### config.mk
export PLATFORM = sky130hd
export DESIGN_NAME = nn_dense_layer_flat
export DESIGN_NICKNAME = d
export VERILOG_FILES = /design/src/rtl/nn_dense_layer_if.sv /design/src/rtl/nn_dense_layer.sv /design/src/flat_wrapper.sv
export SDC_FILE = /design/constraint.sdc
export NUM_CORES = 2
export LEC_CHECK = 0
export CAP_MARGIN = 5
export CORE_MARGIN = 1.5
export CORE_UTILIZATION = 25
export DETAILED_ROUTE_END_ITERATION = 6
export DONT_BUFFER_PORTS = 1
export GPL_ROUTABILITY_DRIVEN = 0
export PLACE_DENSITY = 0.47
export SLEW_MARGIN = 25
export SYNTH_ARGS = -nofsm -noshare
export SYNTH_HDL_FRONTEND = slang
export SYNTH_SLANG_ARGS = --single-unit
### constraint.sdc
create_clock -name clk -period 10.6 [get_ports clk]
set_clock_uncertainty 0.2 [all_clocks]
set_input_delay 2.12 -clock clk [delete_from_list [all_inputs] [get_ports clk]]
set_output_delay 2.12 -clock clk [all_outputs]
set_load 0.05 [all_outputs]
### src/rtl/nn_dense_layer_if.sv
// nn_dense_layer_if: start/feature, weight-memory and result bundle of the dense layer.
// The layer itself uses the slave modport; the feature source / memory / consumer side uses master.
interface nn_dense_layer_if #(
  parameter int unsigned NN_DATA_WIDTH  = 16,
  parameter int unsigned NN_ARRAY_WIDTH = 26,
  parameter int unsigned NUM_NEURONS    = 8
);
  localparam int unsigned ADDR_WIDTH = $clog2(NUM_NEURONS * (NN_ARRAY_WIDTH + 1));
  localparam int unsigned IDX_WIDTH  = (NUM_NEURONS > 1) ? $clog2(NUM_NEURONS) : 1;

  logic                            start;
  logic signed [NN_DATA_WIDTH-1:0] data_in [NN_ARRAY_WIDTH];
  logic                            w_en;
  logic        [ADDR_WIDTH-1:0]    w_addr;
  logic signed [NN_DATA_WIDTH-1:0] w_data;
  logic                            busy;
  logic                            out_valid;
  logic signed [NN_DATA_WIDTH-1:0] out_data;
  logic        [IDX_WIDTH-1:0]     out_index;
  logic                            done;

  modport master (
    output start, data_in, w_data,
    input  w_en, w_addr, busy, out_valid, out_data, out_index, done
  );

  modport slave (
    input  start, data_in, w_data,
    output w_en, w_addr, busy, out_valid, out_data, out_index, done
  );
endinterface

### src/rtl/nn_dense_layer.sv
// nn_dense_layer: serial multiply-accumulate fully connected layer over a synchronous weight memory.
// Optional macro NN_RELU_EN clamps negative neuron results to zero; undefined gives a linear layer.
module nn_dense_layer #(
  parameter int unsigned NN_DATA_WIDTH  = 16,
  parameter int unsigned NN_ARRAY_WIDTH = 26,
  parameter int unsigned NUM_NEURONS    = 8,
  parameter int unsigned FRAC_BITS      = 8,
  parameter int unsigned ACC_WIDTH      = 40
) (
  input  logic            clk,
  input  logic            rst,
  nn_dense_layer_if.slave bus
);
  localparam int unsigned DW     = NN_DATA_WIDTH;
  localparam int unsigned A      = NN_ARRAY_WIDTH;
  localparam int unsigned N      = NUM_NEURONS;
  localparam int unsigned STRIDE = A + 1;
  localparam int unsigned AW     = $clog2(N * STRIDE);
  localparam int unsigned IW     = (N > 1) ? $clog2(N) : 1;
  localparam int unsigned KW     = $clog2(STRIDE);
  localparam int unsigned PW     = 2 * DW;

  localparam logic [KW-1:0] K_BIAS = KW'(A);
  localparam logic [IW-1:0] N_LAST = IW'(N - 1);
  localparam logic signed [ACC_WIDTH-1:0] SAT_MAX = {{(ACC_WIDTH-DW+1){1'b0}}, {(DW-1){1'b1}}};
  localparam logic signed [ACC_WIDTH-1:0] SAT_MIN = {{(ACC_WIDTH-DW+1){1'b1}}, {(DW-1){1'b0}}};

  typedef enum logic [1:0] {
    S_IDLE  = 2'd0,
    S_MAC   = 2'd1,
    S_DRAIN = 2'd2,
    S_OUT   = 2'd3
  } state_e;

  state_e state_q, state_d;

  logic signed [DW-1:0]        snap_q [A];
  logic signed [DW-1:0]        snap_d [A];
  logic signed [ACC_WIDTH-1:0] acc_q, acc_d;
  logic [IW-1:0]               n_q, n_d;
  logic [KW-1:0]               k_q, k_d;
  logic                        rd_vld_q, rd_vld_d;
  logic [KW-1:0]               rd_k_q, rd_k_d;

  logic                        w_en_q, w_en_d;
  logic [AW-1:0]               w_addr_q, w_addr_d;
  logic                        busy_q, busy_d;
  logic                        out_valid_q, out_valid_d;
  logic signed [DW-1:0]        out_data_q, out_data_d;
  logic [IW-1:0]               out_index_q, out_index_d;
  logic                        done_q, done_d;

  logic signed [PW-1:0]        prod;
  logic signed [ACC_WIDTH-1:0] res;

  // State register
  always_ff @(posedge clk) begin
    if (rst) state_q <= S_IDLE;
    else     state_q <= state_d;
  end

  // Next-state logic
  always_comb begin
    state_d = state_q;
    case (state_q)
      S_IDLE:  if (bus.start) state_d = S_MAC;
      S_MAC:   if (k_q == K_BIAS) state_d = S_DRAIN;
      S_DRAIN: state_d = S_OUT;
      S_OUT:   state_d = (n_q == N_LAST) ? S_IDLE : S_MAC;
      default: state_d = S_IDLE;
    endcase
  end

  // Datapath and registered-output next values
  always_comb begin
    snap_d      = snap_q;
    acc_d       = acc_q;
    n_d         = n_q;
    k_d         = k_q;
    rd_vld_d    = w_en_q;
    rd_k_d      = k_q;
    out_valid_d = 1'b0;
    out_data_d  = out_data_q;
    out_index_d = out_index_q;
    done_d      = 1'b0;
    prod        = '0;
    res         = '0;

    // Memory data lags the address by a cycle, so accumulate the slot issued last cycle
    if (rd_vld_q) begin
      if (rd_k_q == K_BIAS) begin
        acc_d = acc_q + (ACC_WIDTH'(bus.w_data) <<< FRAC_BITS);
      end else begin
        prod  = PW'(snap_q[rd_k_q]) * PW'(bus.w_data);
        acc_d = acc_q + ACC_WIDTH'(prod);
      end
    end

    case (state_q)
      S_IDLE: begin
        if (bus.start) begin
          snap_d = bus.data_in;
          acc_d  = '0;
          n_d    = '0;
          k_d    = '0;
        end
      end
      S_MAC: begin
        if (k_q != K_BIAS) k_d = k_q + KW'(1);
      end
      S_DRAIN: begin
        // acc_d already holds the bias term here; rescale, saturate, then register for OUT
        res = acc_d >>> FRAC_BITS;
        if (res > SAT_MAX)      res = SAT_MAX;
        else if (res < SAT_MIN) res = SAT_MIN;
        out_data_d = DW'(res);
`ifdef NN_RELU_EN
        if (out_data_d[DW-1]) out_data_d = '0;
`endif
        out_valid_d = 1'b1;
        out_index_d = n_q;
      end
      S_OUT: begin
        if (n_q != N_LAST) begin
          n_d   = n_q + IW'(1);
          k_d   = '0;
          acc_d = '0;
        end else begin
          done_d = 1'b1;
        end
      end
      default: ;
    endcase

    w_en_d   = (state_d == S_MAC);
    w_addr_d = w_en_d ? AW'(32'(n_d) * STRIDE + 32'(k_d)) : w_addr_q;
    busy_d   = (state_d != S_IDLE);
  end

  // Datapath and output registers
  always_ff @(posedge clk) begin
    if (rst) begin
      snap_q      <= '{default: '0};
      acc_q       <= '0;
      n_q         <= '0;
      k_q         <= '0;
      rd_vld_q    <= 1'b0;
      rd_k_q      <= '0;
      w_en_q      <= 1'b0;
      w_addr_q    <= '0;
      busy_q      <= 1'b0;
      out_valid_q <= 1'b0;
      out_data_q  <= '0;
      out_index_q <= '0;
      done_q      <= 1'b0;
    end else begin
      snap_q      <= snap_d;
      acc_q       <= acc_d;
      n_q         <= n_d;
      k_q         <= k_d;
      rd_vld_q    <= rd_vld_d;
      rd_k_q      <= rd_k_d;
      w_en_q      <= w_en_d;
      w_addr_q    <= w_addr_d;
      busy_q      <= busy_d;
      out_valid_q <= out_valid_d;
      out_data_q  <= out_data_d;
      out_index_q <= out_index_d;
      done_q      <= done_d;
    end
  end

  assign bus.w_en      = w_en_q;
  assign bus.w_addr    = w_addr_q;
  assign bus.busy      = busy_q;
  assign bus.out_valid = out_valid_q;
  assign bus.out_data  = out_data_q;
  assign bus.out_index = out_index_q;
  assign bus.done      = done_q;
endmodule

### src/flat_wrapper.sv
// flat-port wrapper written by rule: the top's interface ports become plain ports
module nn_dense_layer_flat 
#(
  parameter int unsigned NN_DATA_WIDTH  = 16,
  parameter int unsigned NN_ARRAY_WIDTH = 26,
  parameter int unsigned NUM_NEURONS    = 8,
  parameter int unsigned FRAC_BITS      = 8,
  parameter int unsigned ACC_WIDTH      = 40
)
  (clk, rst, bus_start, bus_data_in, bus_w_data, bus_w_en, bus_w_addr, bus_busy, bus_out_valid, bus_out_data, bus_out_index, bus_done);
  nn_dense_layer_if #(.NN_DATA_WIDTH(NN_DATA_WIDTH), .NN_ARRAY_WIDTH(NN_ARRAY_WIDTH), .NUM_NEURONS(NUM_NEURONS)) bus_i ();
  input  logic clk;
  input  logic rst;
  input wire logic [$bits(bus_i.start)-1:0] bus_start;
  input wire logic [$bits(bus_i.data_in)-1:0] bus_data_in;
  input wire logic [$bits(bus_i.w_data)-1:0] bus_w_data;
  output wire logic [$bits(bus_i.w_en)-1:0] bus_w_en;
  output wire logic [$bits(bus_i.w_addr)-1:0] bus_w_addr;
  output wire logic [$bits(bus_i.busy)-1:0] bus_busy;
  output wire logic [$bits(bus_i.out_valid)-1:0] bus_out_valid;
  output wire logic [$bits(bus_i.out_data)-1:0] bus_out_data;
  output wire logic [$bits(bus_i.out_index)-1:0] bus_out_index;
  output wire logic [$bits(bus_i.done)-1:0] bus_done;
  assign bus_i.start = bus_start;
  assign bus_i.data_in = {>>{bus_data_in}};
  assign bus_i.w_data = bus_w_data;
  assign bus_w_en = bus_i.w_en;
  assign bus_w_addr = bus_i.w_addr;
  assign bus_busy = bus_i.busy;
  assign bus_out_valid = bus_i.out_valid;
  assign bus_out_data = bus_i.out_data;
  assign bus_out_index = bus_i.out_index;
  assign bus_done = bus_i.done;
  nn_dense_layer #(.NN_DATA_WIDTH(NN_DATA_WIDTH), .NN_ARRAY_WIDTH(NN_ARRAY_WIDTH), .NUM_NEURONS(NUM_NEURONS), .FRAC_BITS(FRAC_BITS), .ACC_WIDTH(ACC_WIDTH)) u_core (.clk(clk), .rst(rst), .bus(bus_i));
endmodule
; Yosys cells after proc, flatten, opt, wreduce, memory -nomap -nowiden
; Cells that the tools add are included.
[totals]
output_inout_bits = 31
in_bits = 435
regBits = 503
wordCells = 87
[op_classes]
reduce_logical = 4
n_addsub = 5
order_cmp = 3
bitwise_logic = 2
n_mul = 2
muxes = 23
n_eq_ne = 9
[op_table]
columns = operator, count
row1 = $mux W40, 4
row2 = $bmux W16 S5, 1
row3 = $pmux W40 S2, 1
row4 = $mux W16, 4
row5 = $add A40 B24 Y40, 1
row6 = $add A40 B32 Y40, 1
row7 = $gt A32 B16 Y1 const B, 1
row8 = $lt A32 B16 Y1 const B, 1
row9 = $mul A16 B16 Y32, 1
row10 = $mux W5, 3
row11 = $pmux W5 S3, 1
row12 = $eq A5 B5 Y1 const B, 2
row13 = $add A8 B5 Y8, 1
row14 = $mul A3 B5 Y8 const B, 1
row15 = $pmux W2 S4, 1
row16 = $ge A6 B6 Y1 const B, 1
row17 = $mux W3, 2
row18 = $not A5 Y6, 1
row19 = $pmux W3 S2, 1
row20 = $add A5 B1 Y5 const B, 1
row21 = $ne A5 B5 Y1 const B, 1
row22 = $eq A2 B1 Y1 const B, 2
row23 = $eq A2 B2 Y1 const B, 2
row24 = $mux W2, 2
row25 = other kinds (9), 11

; Depth between registers and ports, before layout
[logic_depth]
ltp_word = 11
mapped_depth = 38
ltp_nobuf = 31

; Worst setup path after synthesis
; OpenSTA, ideal clock, no wires.
[synth_path]
path_kind = register to register
from = register u_core.rd_k_q[0]
to = register u_core.out_data_q[7], in the netlist u_core.bus.out_data[7]
t_required_ns = 10.320
setup_slack_ns = 1.132
arrival_time_ns = 9.189
path_buffers = 6
stages_incl_launch_ff = 36
setup_time_ns = 0.080
synth_period_minus_slack_ns = 9.468
path_cell_list = dfxtp_1 > buf_4 > buf_2 > buf_1 > mux4_2 > mux2i_1 > nor2_1 > a2111oi_0 > a21oi_1 > clkbuf_1 > and2_1 > fa_1 > inv_1 > fa_1 > inv_1 > fa_1 > fa_1 > fa_1 > inv_1 > fa_1 > inv_1 > ha_1 > clkbuf_1 > and3_1 > and2_1 > a221oi_1 > o21ai_0 > a211o_1 > o22ai_1 > xor2_1 > a211oi_1 > a21oi_1 > o41ai_4 > buf_6 > o211ai_1 > a211oi_2
[synth_between]
elab_chain_cells = 11
word_cells_on_any_way = 13
classes_between = add/sub: 1 / mul: 1 / order compare: 2 / eq/ne: 1 / mux: 7 / bitwise: 1
[synth_rtl]
columns = item, line_no
row1 = from (decl), nn_dense_layer.sv:43  ; logic [KW-1:0] rd_k_q, rd_k_d;
row2 = from (signal assigned), nn_dense_layer.sv:162  ; rd_k_q <= rd_k_d;
row3 = $not A5 Y6 (implied by the code), nn_dense_layer.sv:94  ; prod = PW'(snap_q[rd_k_q]) * PW'(bus.w_data);
row4 = $bmux W16 S5, nn_dense_layer.sv:94
row5 = $mux W16 (implied by the code) (2 in series), nn_dense_layer.sv:94
row6 = $mul A16 B16 Y32, nn_dense_layer.sv:94
row7 = $add A40 B32 Y40, nn_dense_layer.sv:95  ; acc_d = acc_q + ACC_WIDTH'(prod);
row8 = $mux W40 (*), nn_dense_layer.sv:91  ; if (rd_k_q == K_BIAS) begin
row9 = $mux W40 (*), nn_dense_layer.sv:90  ; if (rd_vld_q) begin
row10 = $lt A32 B16 Y1, nn_dense_layer.sv:115  ; else if (res < SAT_MIN) res = SAT_MIN;
row11 = $mux W16, nn_dense_layer.sv:115
row12 = $mux W16 (*), nn_dense_layer.sv:114  ; if (res > SAT_MAX) res = SAT_MAX;
row13 = to (signal assigned), nn_dense_layer.sv:167  ; out_data_q <= out_data_d;
row14 = to (decl), nn_dense_layer.sv:49  ; logic signed [DW-1:0] out_data_q, out_data_d;
; Every way passes the cells marked *; elsewhere a longest branch is shown, timed or not. The select of a mux whose other input is x is not followed.
; A chain may end at the register's enable or synchronous reset.

; Worst setup path after layout
[layout_path]
from = register u_core.rd_k_q[0]
to = register u_core.out_data_q[0], in the netlist u_core.bus.out_data[0]
; The elaborated chain is that of the path after synthesis.

==> flow_summary_export.csv <==
group,metric,value,unit
worst_setup_path,critPathRequiredTime,10950,ps
clock_tree,hold_buffers,0,
job,drv_cap,0,
worst_setup_path,startpoint,"u_core.rd_k_q[0]$_SDFF_PP0_",
final_layout,final_layout_size_suffix_gt1_share,6.54,%
timing,whs,252,ps
synth,async_reset_ff_share,0,%
drt,drtPass1Iterations,6,
timing,rsz0062_at_grt,"no",
final_layout,fin_nets,5031,
synth,synth_nets,5170,
final_layout,final_cells,6055,
clock_tree,cts_tree,"yes",
worst_setup_path,critical_path.slowest_cell,"mux4_2",
drt,drt_iter0_markers,2094,
clock_tree,cts_buffers,60,
worst_setup_path,critPathMaxStageDelay,600,ps
global_route,antenna_found_initial,32,
drt,drc,0,
global_route,grt_pass1_vias,29600,
timing,max_slew_margin,20.2,%
timing,max_freq,99.2,MHz
synth,postSynthCellCount,4233,
drt,dr_total_vias,28700,
final_layout,fill_cells,15300,
drt,viasPerCell,4.75,
worst_setup_path,critPathTopFamily,"adder cells",
synth,synth_seq_cells,503,
clock_tree,cts_max_level,2,
worst_hold_path,whs_path_depth,2,
placed_design,io_buffers,0,
timing,period_share,95.1,%
timing,setup_tns,0,ps
die,fp.coreArea,0.142,mm^2
die,start_util,25.3,%
synth,synthFlopType,"dfxtp_1",
clock_tree,clock_latency,700,ps
worst_setup_path,crit_buf_inv,7,
worst_hold_path,min_path_type,"reg -> reg",
drt,wl,129,mm
worst_setup_path,crit_type,"reg -> reg",
pwr,power.total,9.13,mW
pwr,peakVddDrop,210,uV
worst_hold_path,hp-start,"u_core.snap_q[76]$_SDFFE_PP0P_",
timing,period_needed,10090,ps
global_route,grt_max_degree,465,
worst_setup_path,end_kind,"register",
synth,yosys_warnings,0,
die,dieArea,0.146,mm^2
clock_tree,clock_sink_count,503,
worst_setup_path,critical_path_depth,32,
synth,synth_cell_type_count,78,
timing,finalHoldViolCount,0,
synth,synth_edf_count,0,
worst_setup_path,startpoint_type,"register",
placed_design,place_inst,5922,
final_layout,syn2layout_area_growth,11.3,%
global_route,overflow,0,
drt,avgRoutedWirePerCell,21.4,um
die,io_pins,466,
global_route,grt_pass1_wl,192,mm
worst_setup_path,r2r_setup_slack,510,ps
clock_tree,root_buffer,"clkbuf_16",
outcome,status,"completed",
synth,syn_avg_cell_area,8.48,um^2
worst_setup_path,path_max_fanout,35,
global_route,grtUsageTotal,17.5,%
timing,setup_violations,0,
clock_tree,clk_pin_slew,60,ps
worst_setup_path,critical_path.most_common_cell,"fa_1",
timing,tightest_slew,1200,ps
worst_setup_path,r2r_start,"u_core.rd_k_q[0]$_SDFF_PP0_",
worst_setup_path,rr_worst_depth,32,
die,die_h,382,um
placed_design,dp_hpwl,102,mm
clock_tree,cts_max_path_buffers,3,
pwr,p_leak,16.5,nW
die,num_rows,138,
synth,yosysSeqAreaShare,28.0,%
drt,antenna_left,0,
die,die_w,382,um
worst_setup_path,arrival,10430,ps
synth,synth_area,0.0359,mm^2
pwr,powerDensity,229,mW/mm^2
timing,slew_viol_final,0,
-- through the flow --
stage	worst slack, ps	utilization (%)	instance area (um^2)
after floorplan	1130	-	35900
after global placement	495	26.6	37800
after detailed placement	441	26.6	37800
after CTS	365	28.1	39900
after global routing	16.4	28.1	39900
final	514	28.1	40000
-- sequential cells by signal, summed over array words and instances, names as in the netlist, 2 cells and up --
signal and flops:
u_core.acc_q 40, u_core.bus.out_data 16, u_core.bus.out_index 3, u_core.bus.w_addr 8, u_core.k_q 5, u_core.n_q 3, u_core.rd_k_q 5, u_core.snap_q 416
u_core.state_q 2
-- synthesized netlist by cell type, types with 5 or more instances --
cell	n	area, um^2
a31oi_1	6	37.5
and3_1	8	50.1
or3_1	10	62.6
a21o_1	22	165
clkbuf_1	214	803
a211o_1	6	52.6
nor2b_1	37	231
nor2_1	138	518
o221ai_1	8	70.1
o21a_1	10	75.1
a211oi_2	8	100
mux4_2	82	1850
buf_1	21	78.8
a2111oi_0	15	131
dfxtp_1	503	10100
xor2_1	20	175
ha_1	167	2090
xnor2_1	43	377
o211ai_1	28	210
o21bai_1	14	105
mux2i_1	79	791
inv_1	420	1580
buf_2	19	95.1
a22oi_1	20	150
nand3_1	19	95.1
nor4_1	7	43.8
a221o_1	5	50.1
o21ai_0	79	395
and2_1	139	870
a21oi_1	545	2730
nand4_1	21	131
nand2b_1	13	81.3
nand2_1	1047	3930
nor3_1	11	55.1
a211oi_1	21	158
o22ai_1	21	131
fa_1	335	6710
-- cell families (layout without fill, tap and decap cells) --
group | after synthesis | in the layout | synth area share, %
buffers and inverters | 679 | 590 | 7.22
multiplexers | 163 | 163 | 7.41
AND/OR/NAND/NOR | 1468 | 1468 | 17.3
adder cells (fa/ha/maj) | 502 | 502 | 24.5
flip-flops | 503 | 503 | 28.0
other | 0 | 21 | 0
XOR/XNOR | 63 | 63 | 1.54
AO/OA/AOI/OAI | 855 | 855 | 14.0
-- per-layer routing --
layer	part of all wire, %	vias up	wire length [um]	track usage (%)
met5	0.060	-	77	0
met4	2.8	12	3660	5.47
met3	8.6	169	11100	5.64
met2	45	814	58100	27.4
met1	44	14100	56400	22.7
li1	-	13600	-	-
-- report_power, final --
group | total (mW) | internal [mW] | leakage, nW | switching (mW)
logic | 4.80 | 1.85 | 11.4 | 2.95
registers | 2.14 | 2.03 | 4.12 | 0.117
clock network | 2.19 | 1.28 | 1.01 | 0.909
total | 9.13 | 5.16 | 16.5 | 3.97
-- final timing paths --
kind	endpoint
hold / removal	u_core.snap_q[76]$_SDFFE_PP0P_
setup / recovery	u_core.bus.out_data[0]$_SDFFE_PP0P_
setup reg to reg	u_core.bus.out_data[0]$_SDFFE_PP0P_
hold reg to reg	u_core.snap_q[76]$_SDFFE_PP0P_
-- cell usage in the layout (no fill, tap or decap), types with 10 or more instances in the layout --
cell type | netlist | layout
xnor2_1 | 43 | 43
xor2_1 | 20 | 20
a22oi_1 | 20 | 20
diode_2 | 0 | 21
buf_4 | 1 | 49
clkbuf_8 | 0 | 12
nand3_1 | 19 | 19
a211oi_1 | 21 | 21
o21ai_0 | 79 | 78
inv_1 | 420 | 420
nor2b_1 | 37 | 37
or3_1 | 10 | 10
clkinv_2 | 0 | 10
mux4_2 | 82 | 82
and2_1 | 139 | 137
o21bai_1 | 14 | 14
nand2_1 | 1047 | 1046
clkbuf_1 | 214 | 14
o22ai_1 | 21 | 21
ha_1 | 167 | 166
nand2b_1 | 13 | 13
mux2i_1 | 79 | 79
dfxtp_1 | 503 | 500
nand4_1 | 21 | 21
fa_1 | 335 | 335
nor3_1 | 11 | 10
a21oi_1 | 545 | 545
o21a_1 | 10 | 10
nor2_1 | 138 | 137
a2111oi_0 | 15 | 14
a21o_1 | 22 | 22
o211ai_1 | 28 | 28
clkbuf_16 | 0 | 60
-- layout make-up --
class                      instances  area (um^2)  area share (%)
sequential                       503        10100            25.2
antenna                           21         52.6           0.132
multi-input combinational       3051        23300            58.2
clock buffer                      86         1720            4.30
clock inverter                    26          368           0.921
tap                             1890         2360            5.92
timing repair buffer              57          528            1.32
inverter                         421         1580            3.95
-- tightest hold or removal path: cells and delay by family (launching register included) --
family | cells | cell delay, ps
and+or+nand+nor | 1 | 50
AOI/OAI and AO/OA | 1 | 50
DFF | 1 | 310
-- timing repair --
item	in CTS	in global routing
setup buffers	0	0
setup endpoints to repair	0	14
resized for setup	0	4
No activity file was read; power rests on OpenSTA's default activity.
